**src/rtl/bsg_cache_stream_prefetcher.sv**
```systemverilog
// bsg_cache_stream_prefetcher
//   Watches the miss stream of bsg_cache, tracks up to streams_p ascending
//   block-sequential miss streams and, once a stream is confident enough,
//   queues block-aligned prefetch addresses distance_p blocks ahead.
//   Output is a small FIFO with a valid/yumi handshake.
//
//   Optional build macro: BSG_CACHE_STREAM_PREFETCHER_DEDUP_EN
//     defined   -> a qualified prefetch already present in the FIFO is dropped
//                  silently (no drop_o pulse, no enqueue).
//     undefined -> duplicates may be enqueued.
module bsg_cache_stream_prefetcher #(
  parameter int addr_width_p          = 30,
  parameter int data_width_p          = 32,
  parameter int block_size_in_words_p = 8,
  parameter int streams_p             = 4,
  parameter int threshold_p           = 2,
  parameter int distance_p            = 2,
  parameter int fifo_els_p            = 4
) (
  input  logic                    clk_i,
  input  logic                    reset_i,
  input  logic                    miss_v_i,
  input  logic [addr_width_p-1:0] miss_addr_i,
  output logic [addr_width_p-1:0] pf_addr_o,
  output logic                    pf_v_o,
  input  logic                    pf_yumi_i,
  output logic                    drop_o
);

  localparam int offset_lp = $clog2(block_size_in_words_p * data_width_p / 8);
  localparam int blk_w_lp  = addr_width_p - offset_lp;
  localparam int blkx_w_lp = blk_w_lp + 1;
  localparam int sptr_w_lp = $clog2(streams_p);
  localparam int fptr_w_lp = $clog2(fifo_els_p);
  localparam int cnt_w_lp  = $clog2(fifo_els_p + 1);

  localparam logic [1:0]           thresh_lp    = 2'(threshold_p);
  localparam logic [blkx_w_lp-1:0] dist_lp      = blkx_w_lp'(distance_p);
  localparam logic [cnt_w_lp-1:0]  full_cnt_lp  = cnt_w_lp'(fifo_els_p);
  localparam logic [fptr_w_lp-1:0] last_slot_lp = fptr_w_lp'(fifo_els_p - 1);

  typedef struct packed {
    logic                valid;
    logic [blk_w_lp-1:0] exp_blk;  // next block this stream is expected to miss on
    logic [1:0]          conf;     // saturating confidence
  } entry_t;

  // ---------------------------------------------------------------------------
  // Stream table
  // ---------------------------------------------------------------------------
  entry_t               tbl [streams_p];
  logic [sptr_w_lp-1:0] alloc_ptr;

  logic [blk_w_lp-1:0]  blk;
  logic [blkx_w_lp-1:0] blk_inc;
  logic [blkx_w_lp-1:0] blk_pf;
  logic                 inc_ovf;
  logic                 pf_ovf;
  logic                 hit;
  logic [sptr_w_lp-1:0] hit_idx;
  logic [1:0]           conf_cur;
  logic [1:0]           conf_new;
  logic [sptr_w_lp-1:0] wr_idx;
  entry_t               wr_entry;
  logic                 qualify;

  // Offset bits only select bytes within a block; they never affect tracking.
  logic unused_offset;
  assign unused_offset = ^miss_addr_i[offset_lp-1:0];

  assign blk     = miss_addr_i[addr_width_p-1:offset_lp];
  // One extra bit catches wrap past the top block.
  assign blk_inc = {1'b0, blk} + blkx_w_lp'(1);
  assign blk_pf  = {1'b0, blk} + dist_lp;
  assign inc_ovf = blk_inc[blk_w_lp];
  assign pf_ovf  = blk_pf[blk_w_lp];

  // Parallel lookup; iterating downward lets the lowest matching index win.
  always_comb begin
    // NOTE: every always_comb output gets a default before any conditional
    // assignment so no path leaves it unassigned (which would infer a latch).
    hit     = 1'b0;
    hit_idx = '0;
    for (int i = streams_p - 1; i >= 0; i--) begin
      if (tbl[i].valid && (tbl[i].exp_blk == blk)) begin
        hit     = 1'b1;
        hit_idx = sptr_w_lp'(i);
      end
    end
  end

  assign conf_cur = tbl[hit_idx].conf;
  assign conf_new = (conf_cur == 2'd3) ? 2'd3 : conf_cur + 2'd1;

  // A hit refreshes its own entry; a miss replaces the round-robin victim.
  // Either way the stream now expects blk+1, unless that wrapped.
  assign wr_idx   = hit ? hit_idx : alloc_ptr;
  assign wr_entry = '{valid:   ~inc_ovf,
                      exp_blk: blk_inc[blk_w_lp-1:0],
                      conf:    hit ? conf_new : 2'd0};

  assign qualify = miss_v_i & hit & (conf_new >= thresh_lp) & ~pf_ovf;

  // Table update and allocation pointer.
  always_ff @(posedge clk_i) begin
    if (reset_i) begin
      for (int i = 0; i < streams_p; i++) begin
        tbl[i] <= '0;
      end
      alloc_ptr <= '0;
    end else if (miss_v_i) begin
      // NOTE: sequential state uses non-blocking assignments so every register
      // samples pre-edge values regardless of statement order.
      tbl[wr_idx] <= wr_entry;
      if (!hit) begin
        alloc_ptr <= alloc_ptr + sptr_w_lp'(1);
      end
    end
  end

  // ---------------------------------------------------------------------------
  // Output FIFO
  // ---------------------------------------------------------------------------
  logic [blk_w_lp-1:0]  mem [fifo_els_p];
  logic [fptr_w_lp-1:0] rd_ptr;
  logic [fptr_w_lp-1:0] wr_ptr;
  logic [cnt_w_lp-1:0]  count;
  logic                 full;
  logic                 deq;
  logic                 dup;
  logic                 enq_req;
  logic                 enq;

  assign full = (count == full_cnt_lp);
  assign deq  = pf_yumi_i & pf_v_o;

`ifdef BSG_CACHE_STREAM_PREFETCHER_DEDUP_EN
  // Match the candidate against every occupied slot, including the head that
  // may be leaving this very cycle.
  always_comb begin
    dup = 1'b0;
    for (int i = 0; i < fifo_els_p; i++) begin
      if ((((i >= int'(rd_ptr)) ? (i - int'(rd_ptr))
                                : (i + fifo_els_p - int'(rd_ptr))) < int'(count))
          && (mem[i] == blk_pf[blk_w_lp-1:0])) begin
        dup = 1'b1;
      end
    end
  end
`else
  assign dup = 1'b0;
`endif

  assign enq_req = qualify & ~dup;
  // A full FIFO still accepts when its head leaves in the same cycle.
  assign enq     = enq_req & (~full | deq);

  // FIFO storage: written only on enqueue, read only when occupied.
  always_ff @(posedge clk_i) begin
    // NOTE: the storage array is deliberately not reset; occupancy is tracked
    // by count and the output is gated, so stale contents are never observed.
    if (enq) begin
      mem[wr_ptr] <= blk_pf[blk_w_lp-1:0];
    end
  end

  // FIFO pointers, occupancy and the registered drop pulse.
  always_ff @(posedge clk_i) begin
    if (reset_i) begin
      rd_ptr <= '0;
      wr_ptr <= '0;
      count  <= '0;
      drop_o <= 1'b0;
    end else begin
      drop_o <= enq_req & full & ~deq;
      if (enq) begin
        wr_ptr <= (wr_ptr == last_slot_lp) ? '0 : wr_ptr + fptr_w_lp'(1);
      end
      if (deq) begin
        rd_ptr <= (rd_ptr == last_slot_lp) ? '0 : rd_ptr + fptr_w_lp'(1);
      end
      case ({enq, deq})
        2'b10:   count <= count + cnt_w_lp'(1);
        2'b01:   count <= count - cnt_w_lp'(1);
        default: count <= count;
      endcase
    end
  end

  assign pf_v_o    = (count != '0);
  assign pf_addr_o = pf_v_o ? {mem[rd_ptr], {offset_lp{1'b0}}} : '0;

`ifndef SYNTHESIS
  // Consumer must not take from an empty FIFO.
  always_ff @(posedge clk_i) begin
    if (!reset_i) begin
      assert (!(pf_yumi_i && !pf_v_o))
        else $error("bsg_cache_stream_prefetcher: pf_yumi_i asserted while pf_v_o is 0");
    end
  end
`endif

endmodule

```
**config.mk**
```make
export PLATFORM = sky130hd
export DESIGN_NAME = bsg_cache_stream_prefetcher
export DESIGN_NICKNAME = d
export VERILOG_FILES = /design/src/rtl/bsg_cache_stream_prefetcher.sv
export SDC_FILE = /design/constraint.sdc
export NUM_CORES = 1
export LEC_CHECK = 0
export ABC_CLOCK_PERIOD_IN_PS = 4250
export BUFFER_PORTS_ARGS = -buffer_cell sky130_fd_sc_hd__buf_4
export CORE_UTILIZATION = 55
export CTS_CLUSTER_SIZE = 24
export DETAILED_ROUTE_END_ITERATION = 8
export PLACE_DENSITY = 0.72
export SYNTH_ARGS = -nofsm -noshare
export SYNTH_HDL_FRONTEND = slang
export SYNTH_SLANG_ARGS = --single-unit
export TNS_END_PERCENT = 10
```
**constraint.sdc**
```tcl
create_clock -name clk_i -period 4.25 [get_ports clk_i]
set_clock_uncertainty 0.1 [all_clocks]
set_input_delay 0.425 -clock clk_i [delete_from_list [all_inputs] [get_ports clk_i]]
set_output_delay 0.425 -clock clk_i [all_outputs]
set_load 0.005 [all_outputs]
```
Word level (Yosys, flattened, before mapping)

Memory sizes are Yosys's and may differ from the RTL's. A register that Yosys moved wholly into a read port is not among the register bits.
Index checks and enable logic that the tools add are counted.
Widths: inputs -> output; s select.

Output and inout bits: 32
Memories kept: 2
Logic and storage cells: 74
Bits of input ports: 34
Memory bits (writable): 212
Register bits: 10

Memory list:

| name | depth | bits a word | read ports | clocked after Yosys merged registers in | write ports | line | RTL |
|---|---|---|---|---|---|---|---|
| tbl  | 4     | 28          | 5          | 0                                       | 4           | 51   | `entry_t tbl [streams_p];` |
| mem  | 4     | 25          | 1          | 1                                       | 1           | 124  | `logic [blk_w_lp-1:0] mem [fifo_els_p];` |

Mux-type cells: 27
Equal/unequal tests: 10
Reduce and logical (&&, ||, !) cells: 8
Bitwise gates (word level): 13
Magnitude comparators: 1
Add/sub/neg operators: 8

Operator list:

| cell                  | count |
|---|---|
| $eq 25x25->1          | 4 |
| $mux 30               | 1 |
| $mux 28               | 1 |
| $reduce_or 28->1      | 1 |
| $add 25x1->26 const B | 1 |
| $add 25x2->26 const B | 1 |
| $mux 2                | 12 |
| $mux 1                | 12 |
| $add 2x1->2 const B   | 4 |
| $eq 2x2->1 const B    | 4 |
| $and 1x1->1           | 7 |
| $pmux 3 s2            | 1 |
| $not 1->1             | 5 |
| $logic_and 1x1->1     | 4 |
| $add 3x1->3 const B   | 1 |
| $eq 3x3->1 const B    | 1 |
| $reduce_bool 3->1     | 1 |
| $sub 3x1->3 const B   | 1 |
| $eq 2x1->1 const B    | 1 |
| $ge 2x2->1 const B    | 1 |
| $reduce_and 2->1      | 1 |
| $reduce_bool 2->1     | 1 |
| $or 1x1->1            | 1 |

Longest topological paths before layout

An unclocked memory read counts as a cell.

Depth in word-level cells: 16
Depth in mapped cells: 12
Depth with buffers taken out: 11

Worst setup path after synthesis

No wires, ideal clock.

Kind: input-to-reg
Start: input miss_addr_i[10]
End: memory mem[0][0] (netlist bit) (enable)
Slack: 0.956 ns
Path buffers: 1
Data arrival time: 2.810 ns
Data required time: 3.766 ns
Setup time: 0.384 ns
Stages: 9
Cells stage by stage: buf_2 > xor2_1 > or4b_4 > nor3_2 > nand3_2 > nand3b_2 > o211ai_4 > o21ai_2 > and3_1

Cells in the longest elaborated chain, start to end: 15
Elaborated cells between the ends (all ways): 29
Those cells by class: add/sub (2); order compare (1); eq/ne (5); mux (11); bitwise (5); reduce/logical (4); memory (1)

RTL lines:

| what                                             | line | RTL |
|---|---|---|
| start: declaration                               | 23   | `input logic [addr_width_p-1:0] miss_addr_i,` |
| $eq 25x25->1                                     | 85   | `if (tbl[i].valid && (tbl[i].exp_blk == blk)) begin` |
| $logic_and 1x1->1                                | 85   |  |
| $mux 2 (4 in a row)                              | 85   |  |
| $mem_v2 4x28                                     | n/a  |  |
| $add 2x1->2 / $eq 2x2->1 (equally long branches) | 93   | `assign conf_new = (conf_cur == 2'd3) ? 2'd3 : conf_cur + 2'd1;` |
| $mux 2                                           | 93   |  |
| $ge 2x2->1                                       | 102  | `assign qualify = miss_v_i & hit & (conf_new >= thresh_lp) & ~pf_ovf;` |
| $and 1x1->1                                      | 102  |  |
| $and 1x1->1 (*)                                  | 102  |  |
| $and 1x1->1 (*)                                  | 156  | `assign enq = enq_req & (~full \| deq);` |
| $mux 1 (*)                                       | 162  | `if (enq) begin` |
| $mux 1 (implied by the code) (*)                 | 163  | `mem[wr_ptr] <= blk_pf[blk_w_lp-1:0];` |
| end: declaration                                 | 124  |  |

Mark *: on every way between the ends. The rest lies on a longest branch, timed or not.

==> run metrics <==
die area 20860 um2; crit path launch type flip-flop; Yosys top cell area share 0.5706; Placed Cells 1158; Ys Warns 0; fin. max-slew vios 0; worst skew pair latency 0.50 ns; Final Cell Area 12390 um2; Commonest cells post-synth edfxtp_1, nor2_1, xnor2_1; initial drt markers 514; antenna cells 0; CTS H-Tree Depth 1; Slew HR 0.3413; Mapped Cells 876; Max stage delay on crit path 0.48 ns; CP max-delay cell nor4_1; P&R area growth vs syn 11.08%; max cap viols 0; Slew @ Worst Pin 0.9799 ns; crit path cell chain xnor2_1 > nand4b_1 > nor4_1 > nand4_1 > nand2_1 > a21oi_1 > nor2_1 > nand2_1 > buf_4 > nand2b_1 > buf_4; CP Capture Type flip-flop; initial antenna violation count 0; Synth area leader edfxtp_1; TritonCTS Buffers 23; Core Region 19650 um2; num rows 51; Hold Slack 0.1340 ns; Initial Util 0.5677; CP required 4.31 ns; CP Max Fanout 26; CP bufs+invs 2; pre-CTS setup slack 0.6258 ns; ys async rst share 0; nets 960; Total Routed Length 25.10 mm; LEAKAGE 4.421 nW; Residual DRC 0; sequential cell area fraction in the yosys report 0.5921; vias in the first global route 6941; width of the die 144.4 um; Via-to-Cell Ratio 5.826; CTS tree done; Fin Setup TNS 0 ns; worst setup path start tbl[0][4]$_SDFFCE_PN0P_; num ports 66; worst setup path category flip-flop to flip-flop; clock root buffer clkbuf_16; Port Buffer Count 55; min cycle time layout 3.437 ns; top_reg_cell synth edfxtp_1; r2r startpoint tbl[0][4]$_SDFFCE_PN0P_; cell area after synthesis 11160 um2; drt wl/cell 20.99 um; RSZ-0062 raised after global routing no; non-filler cells, final 1196; Post-DP Area 11720 um2; EDFF count, synth 212; Max Buffers Root-to-Sink 3; post-CTS resize count 0; Hold-fix buffers, CTS 0; Peak Freq 0.2910 GHz; Hold Startpoint reset_i; Tot Pwr 4.745 mW; GP Congestion 0.8750; worst IR drop on VDD 0.3185 mV; final setup violation count 0; most frequent cell after synthesis edfxtp_1; Hold Crit Class primary input to flip-flop; Detail Route Antenna Nets 0; GR Overflow Total 0; Worst Path Arrival 3.50 ns; CP top delay family simple AND/OR/NAND/NOR gates; status completed; CTS clk-pin slew, worst paths 0.06 ns; Synth Area per Inst 12.74 um2; Via Count 6968; pwr/cell area 382.8 nW/um2; Total GRT Usage 0.2508; postcts setup bufs 0; synth top area cells edfxtp_1, xnor2_1, mux4_2; Final Core Density 0.6306; Final Worst Setup Slack 0.8133 ns; Vert. Die Dim 144.4 um; largest net degree at the start of global routing 29; first-pass GRT wire length 38.26 mm; drt first pass iters 5; synthesized flop and latch total 224; clock sinks 224; synth unique cells 66; post-detail-place hpwl 17.42 mm; final hold viol count 0; share of cells above drive strength 1 0.1654; Tcrit/Tclk final 0.8086
## cell usage in the layout, fill, tap and decap left out, drive strengths merged, types with 4 or more instances in the layout
cell type	Yosys	final
mux4	25	25
edfxtp	212	212
nand2	58	58
nor4	24	24
o21ai	7	7
nand3	20	20
xnor2	87	87
nand4	38	38
clkbuf	10	29
conb	1	5
inv	37	37
dfxtp	12	12
nor2	111	111
xor2	54	54
nor3	10	10
buf	46	69
ha	7	7
clkinv	0	7
nand2b	14	14
and2	28	28
or3	4	4
and3	14	14
nand4b	5	5
a21oi	8	8
## per-layer routing
| layer | vias to the layer above | wire length (um) | GRT usage |
|---|---|---|---|
| met3 | 72 | 1767 | 0.03543 |
| met5 | - | 0 | 0 |
| met2 | 282 | 12150 | 0.4205 |
| met1 | 3413 | 10120 | 0.3237 |
| li1 | 3201 | - | - |
| met4 | 0 | 1067 | 0.1136 |
## path summary, 6_finish.rpt
kind | slack (ns) | depth (start not counted) | endpoint
max | 0.81 | 11 | tbl[0][25]$_SDFFCE_PN0P_
min reg2reg | 0.43 | 2 | alloc_ptr[1]$_SDFFE_PP0P_
min | 0.13 | 2 | wr_ptr[0]$_SDFFE_PP0P_
max reg2reg | 0.81 | 11 | tbl[0][25]$_SDFFCE_PN0P_
## sequential cells by signal, summed over array words and instances, names as in the netlist, named ones only
register	cells
mem	100
count	3
alloc_ptr	2
rd_ptr	2
tbl	112
drop_o	1
wr_ptr	2
## kinds of logic after synthesis
| kind of cell | count (synthesis) | share of synthesized area |
|---|---|---|
| simple gates | 346 | 0.1635 |
| flops | 224 | 0.5921 |
| xor+xnor | 141 | 0.1107 |
| buf+inv | 93 | 0.04441 |
| compound gates | 34 | 0.02479 |
| mux | 29 | 0.05450 |
| fa+ha+maj | 8 | 0.009644 |
| other cells | 1 | 0.0003361 |
## area by class of cell
| cell class | instances | area, um2 |
|---|---|---|
| Fill cell | 1530 | 7261 |
| Sequential cell | 224 | 6608 |
| Multi-Input combinational cell | 563 | 4076 |
| Clock buffer | 29 | 598.1 |
| Timing Repair Buffer | 69 | 568.0 |
| Tap cell | 265 | 331.6 |
| Inverter | 37 | 138.9 |
| Clock inverter | 9 | 72.57 |
## report_power, final
part	switching [mW]	leakage [nW]	total, mW	internal [mW]
logic	0.258	1.93	0.385	0.127
registers	0.0278	2.16	2.51	2.48
clock network	0.798	0.325	1.85	1.05
total	1.08	4.42	4.74	3.66
No activity file was read; power rests on OpenSTA's default activity.
